`src/rtl/alu_arbiter.sv`:
```
// alu_arbiter: shares one 16-bit registered ALU between two requesters.
//
// A request from port 0 (fetch/decode) or port 1 (auxiliary) is accepted on a
// valid/ready handshake and latched. The ALU is driven for exactly one cycle,
// and the result is returned on a single response channel. The response carries
// cleaned flags and the id of the requester. Undefined opcodes (11-15) are
// answered with rsp_err_o and never reach the ALU. Outside the execute cycle
// the ALU sees opcode 15, so its result register holds.
//
// Optional feature macro: ALU_ARB_ROUND_ROBIN_EN
//   defined   -> round-robin arbitration with a 1-bit preference pointer
//   undefined -> fixed priority, requester 0 wins ties
//
// Ports:
//   clk, rst_n                     clock, asynchronous active-low reset
//   req_valid_i / req_ready_o      per-requester request handshake (bit i = requester i)
//   reqN_codop_i, reqN_op1_i,
//   reqN_op2_i, reqN_imm_i         request opcode and operands
//   rsp_valid_o / rsp_ready_i      response handshake
//   rsp_id_o, rsp_result_o,
//   rsp_neg_o, rsp_zero_o,
//   rsp_overflow_o, rsp_err_o      response payload
//   alu_codop_o, alu_op*_o         ALU inputs
//   alu_result_i, alu_neg_i,
//   alu_overflow_i                 ALU outputs; the ALU zero flag is not used
module alu_arbiter (
  input  logic        clk,
  input  logic        rst_n,
  input  logic [1:0]  req_valid_i,
  output logic [1:0]  req_ready_o,
  input  logic [3:0]  req0_codop_i,
  input  logic [15:0] req0_op1_i,
  input  logic [15:0] req0_op2_i,
  input  logic [15:0] req0_imm_i,
  input  logic [3:0]  req1_codop_i,
  input  logic [15:0] req1_op1_i,
  input  logic [15:0] req1_op2_i,
  input  logic [15:0] req1_imm_i,
  output logic        rsp_valid_o,
  input  logic        rsp_ready_i,
  output logic        rsp_id_o,
  output logic [15:0] rsp_result_o,
  output logic        rsp_neg_o,
  output logic        rsp_zero_o,
  output logic        rsp_overflow_o,
  output logic        rsp_err_o,
  output logic [3:0]  alu_codop_o,
  output logic [15:0] alu_op1_o,
  output logic [15:0] alu_op2_o,
  output logic [15:0] alu_imm_o,
  input  logic [15:0] alu_result_i,
  input  logic        alu_neg_i,
  input  logic        alu_overflow_i
);

  typedef enum logic [1:0] {StIdle, StExec, StDone, StErr} state_e;

  localparam logic [3:0] CodopNop    = 4'd15;
  localparam logic [3:0] CodopMaxDef = 4'd10;

  state_e      state_q;
  logic [3:0]  codop_q;
  logic [15:0] op1_q, op2_q, imm_q;
  logic        id_q;

  logic [1:0]  gnt;
  logic        sel_id;
  logic [3:0]  sel_codop;
  logic [15:0] sel_op1, sel_op2, sel_imm;
  logic        flags_en;

`ifdef ALU_ARB_ROUND_ROBIN_EN
  logic ptr_q;

  // The pointer only breaks ties; a lone requester is always granted.
  always_comb begin
    gnt = req_valid_i;
    if (req_valid_i == 2'b11) begin
      gnt = ptr_q ? 2'b10 : 2'b01;
    end
  end
`else
  assign gnt = {req_valid_i[1] & ~req_valid_i[0], req_valid_i[0]};
`endif

  // Ready is forced low while reset is held, even though the state already reads idle.
  assign req_ready_o = ((state_q == StIdle) && rst_n) ? gnt : 2'b00;

  assign sel_id    = gnt[1];
  assign sel_codop = sel_id ? req1_codop_i : req0_codop_i;
  assign sel_op1   = sel_id ? req1_op1_i   : req0_op1_i;
  assign sel_op2   = sel_id ? req1_op2_i   : req0_op2_i;
  assign sel_imm   = sel_id ? req1_imm_i   : req0_imm_i;

  always_ff @(posedge clk or negedge rst_n) begin
    if (!rst_n) begin
      state_q <= StIdle;
      codop_q <= '0;
      op1_q   <= '0;
      op2_q   <= '0;
      imm_q   <= '0;
      id_q    <= 1'b0;
`ifdef ALU_ARB_ROUND_ROBIN_EN
      ptr_q   <= 1'b0;
`endif
    end else begin
      unique case (state_q)
        StIdle: begin
          if (|gnt) begin
            codop_q <= sel_codop;
            op1_q   <= sel_op1;
            op2_q   <= sel_op2;
            imm_q   <= sel_imm;
            id_q    <= sel_id;
            state_q <= (sel_codop <= CodopMaxDef) ? StExec : StErr;
`ifdef ALU_ARB_ROUND_ROBIN_EN
            ptr_q   <= ~sel_id;
`endif
          end
        end
        StExec: state_q <= StDone;
        StDone: if (rsp_ready_i) state_q <= StIdle;
        StErr:  if (rsp_ready_i) state_q <= StIdle;
        default: state_q <= StIdle;
      endcase
    end
  end

  // Only add/sub style opcodes produce meaningful N/V flags from the ALU.
  assign flags_en = codop_q inside {4'd0, 4'd1, 4'd9, 4'd10};

  always_comb begin
    alu_codop_o    = CodopNop;
    alu_op1_o      = '0;
    alu_op2_o      = '0;
    alu_imm_o      = '0;
    rsp_valid_o    = 1'b0;
    rsp_id_o       = 1'b0;
    rsp_result_o   = '0;
    rsp_neg_o      = 1'b0;
    rsp_zero_o     = 1'b0;
    rsp_overflow_o = 1'b0;
    rsp_err_o      = 1'b0;
    unique case (state_q)
      StExec: begin
        alu_codop_o = codop_q;
        alu_op1_o   = op1_q;
        alu_op2_o   = op2_q;
        alu_imm_o   = imm_q;
      end
      // The ALU sees opcode 15 here, so alu_result_i is stable for the whole response.
      StDone: begin
        rsp_valid_o    = 1'b1;
        rsp_id_o       = id_q;
        rsp_result_o   = alu_result_i;
        rsp_neg_o      = alu_neg_i & flags_en;
        rsp_overflow_o = alu_overflow_i & flags_en;
        rsp_zero_o     = (alu_result_i == 16'h0000);
      end
      StErr: begin
        rsp_valid_o = 1'b1;
        rsp_id_o    = id_q;
        rsp_err_o   = 1'b1;
      end
      default: ;
    endcase
  end

endmodule
```
`config.mk`:
```
export PLATFORM = sky130hd
export DESIGN_NAME = alu_arbiter
export DESIGN_NICKNAME = d
export VERILOG_FILES = /design/src/rtl/alu_arbiter.sv
export SDC_FILE = /design/constraint.sdc
export NUM_CORES = 1
export LEC_CHECK = 0
export CORE_AREA = 2 2 106 108
export DETAILED_ROUTE_END_ITERATION = 10
export DIE_AREA = 0 0 108 110
export GPL_TIMING_DRIVEN = 0
export PLACE_DENSITY = 0.72
export SLEW_MARGIN = 0
export SYNTH_ARGS = -nofsm -noshare
export SYNTH_HDL_FRONTEND = slang
export SYNTH_SLANG_ARGS = --single-unit
export TNS_END_PERCENT = 1
```
`constraint.sdc`:
```
create_clock -name clk -period 1.4 [get_ports clk]
set_input_delay 0.21 -clock clk [delete_from_list [all_inputs] [get_ports clk]]
set_output_delay 0.21 -clock clk [all_outputs]
set_load 0.05 [all_outputs]
```
; ---- Word-level counts from Yosys, hierarchy flattened
; Index checks and enable logic that the tools add are counted.
[op_classes]
magnitude_cmp = 1
eq_ne = 8
n_mux = 20
bitwise = 4
reduce_logical = 9
[op_table]
columns = op, n
row1 = two-way mux 16 bit, 7
row2 = zero test 16 bit, 1
row3 = "equality test 4 bit, second input constant", 2
row4 = two-way mux 2 bit, 4
row5 = two-way mux 4 bit, 2
row6 = two-way mux 1 bit, 6
row7 = one-hot mux 2 bit (3 select lines), 1
row8 = "equality test 2 bit, second input constant", 2
row9 = "equality test 4 x 1 -> 1 bit, second input constant", 1
row10 = "<= comparator 4 bit, second input constant", 1
row11 = zero test 4 bit, 1
row12 = "inequality test 2 x 1 -> 1 bit, second input constant", 2
row13 = AND reduction 2 bit, 2
row14 = nonzero test 4 bit, 1
row15 = OR reduction 2 bit, 2
row16 = AND 1 bit, 3
row17 = "equality test 2 x 1 -> 1 bit, second input constant", 1
row18 = zero test 2 bit, 1
row19 = logical AND 1 bit, 1
row20 = inverter 1 bit, 1
[totals]
ff_bits = 55
inputBits = 127

; ---- Longest topological paths before layout
; Gate-level depths: netlist of run 1.
[logic_depth]
word_depth = 7
mapped_depth = 5
depth_no_buf = 3

; ---- Worst setup path before layout of run 1
; Ideal clock, no wire load.
[synth_path]
path_kind = register to output
startpoint = register state_q[1]
endpoint = output port rsp_neg_o
t_arrival_ps = 2337
required_ps = 1190
setup_slack_ps = -1147
stages_incl_launch_ff = 3
n_path_buf = 0
cell_sequence = dfrtp_1 > nor2b_1 > nor4bb_1
[synth_between]
elab_chain_cells = 2
[synth_lines]
columns = item, line
row1 = from (decl), 61  ; state_e state_q;
row2 = from (signal assigned), 97  ; state_q <= StIdle;
row3 = from (signal assigned), 115  ; state_q <= (sel_codop <= CodopMaxDef) ? StExec : StErr;
row4 = from (signal assigned), 121  ; StExec: state_q <= StDone;
row5 = equality test 2 bit, 144  ; unique case (state_q)
row6 = two-way mux 1 bit, 144
row7 = to (decl), 43  ; output logic rsp_neg_o,
; No other way between the ends.

; ---- Worst setup path after layout of run 1
[layout_path]
startpoint = register state_q[0]
endpoint = output port alu_op2_o[12]
[layout_between]
elab_chain_cells = 2
[layout_lines]
columns = item, line
row1 = equality test 2 x 1 -> 1 bit, 144
row2 = two-way mux 16 bit, 144
row3 = to (decl), 49  ; output logic [15:0] alu_op2_o,
; No other way between the ends.

==> results of run 1 <==
[metal layers]
metal  wire length [um]  up-vias  track usage
met4                138        0      0.05128
met3                858       10      0.04879
met2               5535      133       0.3320
met1               4156     1431       0.2068
li1                   -     1389            -
met5                  0        -            0
[cells in the mapped netlist, types with 2 or more instances]
cell type	number	area share
sky130_fd_sc_hd__a211oi_1	2	0.0040
sky130_fd_sc_hd__a21o_1	2	0.0040
sky130_fd_sc_hd__a21oi_1	2	0.0027
sky130_fd_sc_hd__and2_1	66	0.11
sky130_fd_sc_hd__and3_1	2	0.0033
sky130_fd_sc_hd__buf_12	5	0.027
sky130_fd_sc_hd__buf_6	6	0.018
sky130_fd_sc_hd__clkbuf_1	7	0.0070
sky130_fd_sc_hd__dfrtp_1	55	0.37
sky130_fd_sc_hd__mux2_2	6	0.018
sky130_fd_sc_hd__mux2_4	98	0.39
sky130_fd_sc_hd__nand2b_1	5	0.0083
sky130_fd_sc_hd__nor2b_1	2	0.0033
sky130_fd_sc_hd__nor4_1	4	0.0067
sky130_fd_sc_hd__nor4bb_1	2	0.0053
[layout make-up]
cell class / count / area [sq um]
fill: 856 / 4040
multi-input combinational: 202 / 2390
timing repair buffer: 211 / 2342
sequential: 55 / 1379
buffer: 19 / 286.5
tap: 140 / 175.2
clock buffer: 7 / 76.32
clock inverter: 1 / 5.005
inverter: 1 / 3.754
[worst reg2reg max path: cells and delay by family (launching register included)]
kind,cells,cell delay [ns]
buffers and inverters,2,0.41
AO/OA/AOI/OAI,1,0.15
AND/OR/NAND/NOR,1,0.21
multiplexers,1,0.34
flip-flops,1,0.48
[worst max path at each step]
stage / end / start / cells after the start / slack (ns)
6_report: alu_op2_o[12] / state_q[0] / 5 / -0.37
3_5_place_dp: alu_imm_o[0] / state_q[1] / 4 / -1.51
4_1_cts: alu_imm_o[8] / state_q[0] / 5 / -0.40
2_1_floorplan: rsp_neg_o / codop_q[0] / 3 / -0.16
3_3_place_gp: req_ready_o[1] / rst_n / 3 / -2.63
5_1_grt: alu_op1_o[5] / state_q[1] / 5 / -0.43
[where the power goes]
group	internal, mW	switching (mW)
Clock	0.353	0.494
Combinational	4.40	3.93
Sequential	2.42	0.558
[sequential cells by signal, indices dropped and copies added (netlist names)]
register	count
op1_q	16
op2_q	16
id_q	1
imm_q	16
state_q	2
codop_q	4
[kinds of logic after synthesis]
logic type / share of synthesized area
muxes: 0.4107
and+or+nand+nor: 0.1479
DFF: 0.3673
AOI/OAI and AO/OA: 0.01703
buffers and inverters: 0.05476
xor gates and xnor gates: 0.002338
[repair_timing]
action / CTS / global route
buffers inserted: 4 / 2
pin swaps: 22 / 8
setup endpoints to repair: 129 / 129
hold endpoints to repair: 25 / 25
cloned: 3 / 0
gates resized for setup: 607 / 19
==> impl_metrics.xml, run 1 <==
<?xml version="1.0" encoding="UTF-8"?>
<metrics>
  <group name="place">
    <metric name="gp_congestion" unit="">0.7603</metric>
    <metric name="buffer_ports.inserted" unit="">202</metric>
    <metric name="dp.final_hpwl" unit="um">7993</metric>
    <metric name="place.detailed.instances" unit="">619</metric>
    <metric name="post_placement_worst_setup_slack" unit="ns">-1.507</metric>
    <metric name="dpl-instance-area" unit="sq um">6097</metric>
  </group>
  <group name="sta">
    <metric name="final-hold-violation-count" unit="">25</metric>
    <metric name="final-setup-viol-count" unit="">128</metric>
    <metric name="final.min_clock_period" unit="ns">1.767</metric>
    <metric name="max_freq" unit="MHz">566.1</metric>
    <metric name="timing.clock.skew" unit="ns">0.006641</metric>
    <metric name="fin_hold_ws" unit="ns">-0.08324</metric>
    <metric name="setup_slack" unit="ns">-0.3665</metric>
    <metric name="setup_total_negative_slack" unit="ns">-36.78</metric>
    <metric name="worst_slew_pin_slew" unit="ns">0.6497</metric>
    <metric name="grt_setup_unrepaired" unit="">yes</metric>
    <metric name="max_transition_margin" unit="">0.5669</metric>
    <metric name="fin_crit_sh" unit="">1.262</metric>
    <metric name="drv_slew" unit="">0</metric>
  </group>
  <group name="die">
    <metric name="ios" unit="">203</metric>
    <metric name="floorplan.initialDensity" unit="">0.3503</metric>
    <metric name="placement_rows" unit="">38</metric>
    <metric name="floorplan.die.height" unit="um">110</metric>
    <metric name="core_region_area" unit="sq um">10700</metric>
    <metric name="floorplan.die.width" unit="um">108</metric>
    <metric name="floorplan.die_area" unit="sq um">11880</metric>
  </group>
  <group name="yosys">
    <metric name="syn_area" unit="sq um">3747</metric>
    <metric name="ys_seq_area_frac" unit="">0.3673</metric>
    <metric name="synth.ff_latch_count" unit="">55</metric>
    <metric name="nets_in_the_synthesized_netlist" unit="">403</metric>
    <metric name="ys_dominant_reg_cell" unit="">sky130_fd_sc_hd__dfrtp_1</metric>
    <metric name="yosys_warnings" unit="">0</metric>
    <metric name="ys_types" unit="">27</metric>
    <metric name="synth-async-reset-ratio" unit="">1.000</metric>
    <metric name="synth_edf_count" unit="">0</metric>
    <metric name="synth.avg_cell_area" unit="sq um">13.58</metric>
    <metric name="postSynthCellCount" unit="">276</metric>
  </group>
  <group name="critical_path">
    <metric name="crit_path_end_kind" unit="">primary output</metric>
    <metric name="critical_path.max_fanout" unit="">7</metric>
    <metric name="cp_data_arrival_time" unit="ns">1.56</metric>
    <metric name="regToRegSetupSlack" unit="ns">-0.31</metric>
    <metric name="cp.required" unit="ns">1.19</metric>
    <metric name="critical_path.n_buffers_inverters" unit="">3</metric>
    <metric name="crit_path_cell_trace" unit="">nor2b_4 &gt; buf_12 &gt; clkbuf_8 &gt; and2_2 &gt; buf_8</metric>
    <metric name="cpMaxStageDelayCell" unit="">sky130_fd_sc_hd__dfrtp_2</metric>
    <metric name="critPathMaxStageDelay" unit="ns">0.46</metric>
    <metric name="timing.setup.critical_path_class" unit="">flip-flop to primary output</metric>
    <metric name="ff2ff_path_depth" unit="">5</metric>
    <metric name="critical-path-top-delay-family" unit="">flip-flops</metric>
    <metric name="launch_point_of_the_worst_reg_to_reg_path" unit="">state_q[1]</metric>
    <metric name="critPathLaunchType" unit="">flip-flop</metric>
    <metric name="worst_r2r_dst" unit="">codop_q[3]</metric>
  </group>
  <group name="clock_tree">
    <metric name="cts.reportedPaths.clkPinSlew" unit="ns">0.10</metric>
    <metric name="tritoncts" unit="">done</metric>
    <metric name="cell_at_the_root_of_the_clock_tree" unit="">sky130_fd_sc_hd__clkbuf_8</metric>
    <metric name="cts_made_buffers" unit="">5</metric>
    <metric name="insertion_delay" unit="ns">0.31</metric>
    <metric name="clkSinkCount" unit="">55</metric>
    <metric name="htree_levels" unit="">2</metric>
    <metric name="cts.path.max_buffers" unit="">2</metric>
  </group>
  <group name="final_layout">
    <metric name="final_cell_count_no_fill" unit="">636</metric>
    <metric name="final_util" unit="">0.6223</metric>
    <metric name="drive_gt1_frac" unit="">0.5806</metric>
    <metric name="diodes" unit="">0</metric>
    <metric name="nNetsFinal" unit="">622</metric>
    <metric name="area.growth.synth_to_final" unit="%">77.66</metric>
    <metric name="layout_common_cells" unit="">sky130_fd_sc_hd__clkdlybuf4s50_1, sky130_fd_sc_hd__mux2_4, sky130_fd_sc_hd__dfrtp_1</metric>
    <metric name="layout.cells.most_common" unit="">sky130_fd_sc_hd__clkdlybuf4s50_1</metric>
    <metric name="final_area" unit="sq um">6658</metric>
  </group>
  <group name="global_routing">
    <metric name="first_pass_grt_wire_length" unit="um">16640</metric>
    <metric name="global_route.usage.total" unit="">0.1809</metric>
    <metric name="grt_pass1_vias" unit="">3258</metric>
    <metric name="number_of_antenna_violations_at_the_first_check_in_global_routing" unit="">0</metric>
    <metric name="overflow" unit="">0</metric>
    <metric name="grt_start_max_net_pins" unit="">31</metric>
  </group>
  <group name="routing">
    <metric name="post_drt_wl_per_cell" unit="um">16.81</metric>
    <metric name="drt_first_pass_iters" unit="">4</metric>
    <metric name="drt_first_iter_violations" unit="">88</metric>
    <metric name="finalWirelength" unit="um">10690</metric>
    <metric name="antenna_violating_nets_post_route" unit="">0</metric>
    <metric name="post_drt_via_cell_ratio" unit="">4.659</metric>
    <metric name="num_vias" unit="">2963</metric>
    <metric name="route.detailed.drc" unit="">0</metric>
  </group>
  <group name="run_status">
    <metric name="outcome" unit="">finished, violations left</metric>
    <metric name="failed_checks" unit="">hold timing, setup timing</metric>
  </group>
  <group name="worst_hold_path">
    <metric name="timing.hold.worst.class" unit="">input port to asynchronous set/reset pin</metric>
  </group>
  <group name="pwr">
    <metric name="p_leak" unit="nW">3.097</metric>
    <metric name="cell_pwr_density" unit="nW/um^2">1825</metric>
    <metric name="total_power" unit="mW">12.15</metric>
    <metric name="peakVddDrop" unit="V">0.001403</metric>
  </group>
  <group name="run">
    <metric name="cap_viol_max_count" unit="">0</metric>
  </group>
</metrics>
Note: power is estimated with default switching activity, not from simulation.
==> run 2, diff against run 1 <==
Settings changed: SLEW_MARGIN 0 to 20.
==> impl_metrics.xml, run 2 (same netlist as run 1, synthesis figures left out) <==
<?xml version="1.0" encoding="UTF-8"?>
<metrics>
  <group name="run_status">
    <metric name="outcome" unit="">finished, violations left</metric>
    <metric name="failed_checks" unit="">hold timing, setup timing</metric>
  </group>
  <group name="clock_tree">
    <metric name="htree_levels" unit="">2</metric>
    <metric name="insertion_delay" unit="ns">0.31</metric>
    <metric name="cts.reportedPaths.clkPinSlew" unit="ns">0.10</metric>
    <metric name="cts.path.max_buffers" unit="">2</metric>
    <metric name="cts_made_buffers" unit="">5</metric>
    <metric name="cell_at_the_root_of_the_clock_tree" unit="">sky130_fd_sc_hd__clkbuf_8</metric>
    <metric name="clkSinkCount" unit="">55</metric>
    <metric name="tritoncts" unit="">done</metric>
  </group>
  <group name="global_routing">
    <metric name="overflow" unit="">0</metric>
    <metric name="number_of_antenna_violations_at_the_first_check_in_global_routing" unit="">0</metric>
    <metric name="grt_pass1_vias" unit="">3261</metric>
    <metric name="grt_start_max_net_pins" unit="">56</metric>
    <metric name="global_route.usage.total" unit="">0.1747</metric>
    <metric name="first_pass_grt_wire_length" unit="um">16280</metric>
  </group>
  <group name="routing">
    <metric name="wl_met1" unit="um">4171</metric>
    <metric name="met2_length" unit="um">5311</metric>
    <metric name="drt_first_iter_violations" unit="">64</metric>
    <metric name="num_vias" unit="">2934</metric>
    <metric name="antenna_violating_nets_post_route" unit="">0</metric>
    <metric name="dr.max_layer_used" unit="">met4</metric>
    <metric name="drt_first_pass_iters" unit="">4</metric>
    <metric name="route.detailed.drc" unit="">0</metric>
    <metric name="met3_length" unit="um">846</metric>
    <metric name="finalWirelength" unit="um">10440</metric>
    <metric name="post_drt_via_cell_ratio" unit="">4.628</metric>
    <metric name="post_drt_wl_per_cell" unit="um">16.47</metric>
  </group>
  <group name="sta">
    <metric name="timing.clock.skew" unit="ns">0.004935</metric>
    <metric name="fin_hold_ws" unit="ns">-0.3140</metric>
    <metric name="max_freq" unit="MHz">563.2</metric>
    <metric name="grt_setup_unrepaired" unit="">yes</metric>
    <metric name="setup_slack" unit="ns">-0.3754</metric>
    <metric name="max_transition_margin" unit="">0.8051</metric>
    <metric name="final-setup-viol-count" unit="">129</metric>
    <metric name="final-hold-violation-count" unit="">55</metric>
    <metric name="setup_total_negative_slack" unit="ns">-36.71</metric>
    <metric name="final.min_clock_period" unit="ns">1.775</metric>
    <metric name="worst_slew_pin_slew" unit="ns">0.2897</metric>
    <metric name="drv_slew" unit="">0</metric>
    <metric name="fin_crit_sh" unit="">1.268</metric>
  </group>
  <group name="place">
    <metric name="dp.final_hpwl" unit="um">7892</metric>
    <metric name="gp_congestion" unit="">0.7603</metric>
    <metric name="place.detailed.instances" unit="">619</metric>
    <metric name="buffer_ports.inserted" unit="">202</metric>
  </group>
  <group name="final_layout">
    <metric name="diodes" unit="">0</metric>
    <metric name="drive_gt1_frac" unit="">0.5850</metric>
    <metric name="fillerInstances" unit="">884</metric>
    <metric name="largest_registers" unit="">imm_q x16, op1_q x16, op2_q x16</metric>
    <metric name="layout.cells.most_common" unit="">sky130_fd_sc_hd__clkdlybuf4s50_1</metric>
    <metric name="area.growth.synth_to_final" unit="%">75.79</metric>
    <metric name="layout_common_cells" unit="">sky130_fd_sc_hd__clkdlybuf4s50_1, sky130_fd_sc_hd__mux2_4, sky130_fd_sc_hd__buf_6</metric>
    <metric name="final_cell_count_no_fill" unit="">634</metric>
    <metric name="nNetsFinal" unit="">621</metric>
  </group>
  <group name="critical_path">
    <metric name="critPathLaunchType" unit="">flip-flop</metric>
    <metric name="cp.required" unit="ns">1.19</metric>
    <metric name="crit_path_end_kind" unit="">primary output</metric>
    <metric name="timing.setup.critical_path_class" unit="">flip-flop to primary output</metric>
    <metric name="cp_data_arrival_time" unit="ns">1.57</metric>
    <metric name="critical_path.max_fanout" unit="">7</metric>
  </group>
  <group name="pwr">
    <metric name="peakVddDrop" unit="V">0.001391</metric>
    <metric name="p_leak" unit="nW">3.071</metric>
    <metric name="cell_pwr_density" unit="nW/um^2">1832</metric>
  </group>
  <group name="run">
    <metric name="cap_viol_max_count" unit="">0</metric>
  </group>
  <group name="die">
    <metric name="ios" unit="">203</metric>
    <metric name="placement_rows" unit="">38</metric>
    <metric name="core_region_area" unit="sq um">10700</metric>
    <metric name="floorplan.initialDensity" unit="">0.3503</metric>
    <metric name="floorplan.die.height" unit="um">110</metric>
    <metric name="floorplan.die_area" unit="sq um">11880</metric>
    <metric name="floorplan.die.width" unit="um">108</metric>
  </group>
  <group name="worst_hold_path">
    <metric name="timing.hold.worst.class" unit="">input port to asynchronous set/reset pin</metric>
  </group>
</metrics>
==> run 2: final cells by class <==
cell class / count / area (sq um) / share of cell area
Sequential cell: 55 / 1379 / 0.2093
Multi-Input combinational cell: 202 / 2390 / 0.3628
Buffer: 19 / 269.0 / 0.04084
Timing Repair Buffer: 210 / 2265 / 0.3438
Clock buffer: 5 / 68.82 / 0.01045
Tap cell: 140 / 175.2 / 0.02659
Clock inverter: 2 / 37.54 / 0.005698
Inverter: 1 / 3.754 / 0.0005698
==> run 2: final timing paths <==
kind                                       to  slack (ns)            from  cells past startpoint
worst max-delay path            alu_op2_o[15]       -0.38      state_q[0]                      5
worst min-delay path                 op1_q[1]       -0.31           rst_n                      1
worst max register to register     codop_q[3]       -0.30      state_q[0]                      5
worst min register to register       op1_q[3]        0.51        op1_q[3]                      1
max in group asynchronous          state_q[0]        1.24           rst_n                      2
min in group clk                         id_q        0.33  req_valid_i[0]                      2
==> run 2: what timing repair did <==
action / 4_1_cts / 5_1_grt
endpoints found under the hold margin: 55 / 55
pin swaps: 0 / 9
gates resized for setup: 551 / 41
endpoints found under the setup margin: 129 / 129
gates cloned: 2 / 0
setup buffers: 3 / 4
==> run 2: per-stage QoR <==
stage	power [mW]	worst slack (ns)	area, sq um	util
6_report	12.07	-0.3754	6588	0.6158
5_1_grt	12.68	-0.4347	6588	0.6158
4_1_cts	11.85	-0.3999	6450	0.6029
3_5_place_dp	10.14	-1.481	6107	0.5709
3_3_place_gp	10.02	-2.626	6082	0.5685
2_1_floorplan	8.029	-0.1590	3885	-
==> run 2: power breakdown <==
part           switching, mW  internal, mW  leakage, nW
Clock                  0.523         0.524       0.0502
Sequential             0.529          2.42        0.644
Combinational           3.87          4.20         2.38
Total                   4.93          7.14         3.07
==> run 2: routing by layer <==
layer,GRT usage,up-vias
met1,0.2070,1400
met5,0,-
met4,0.03938,0
met2,0.3190,132
met3,0.04409,7
li1,-,1395
==> run 2: critical path, stage by stage, from the launching register on <==
cell and delay, ns:
sky130_fd_sc_hd__dfrtp_2 0.48, sky130_fd_sc_hd__nor2b_4 0.16, sky130_fd_sc_hd__buf_12 0.14, sky130_fd_sc_hd__buf_8 0.14, sky130_fd_sc_hd__and2_2 0.19, sky130_fd_sc_hd__buf_6 0.15
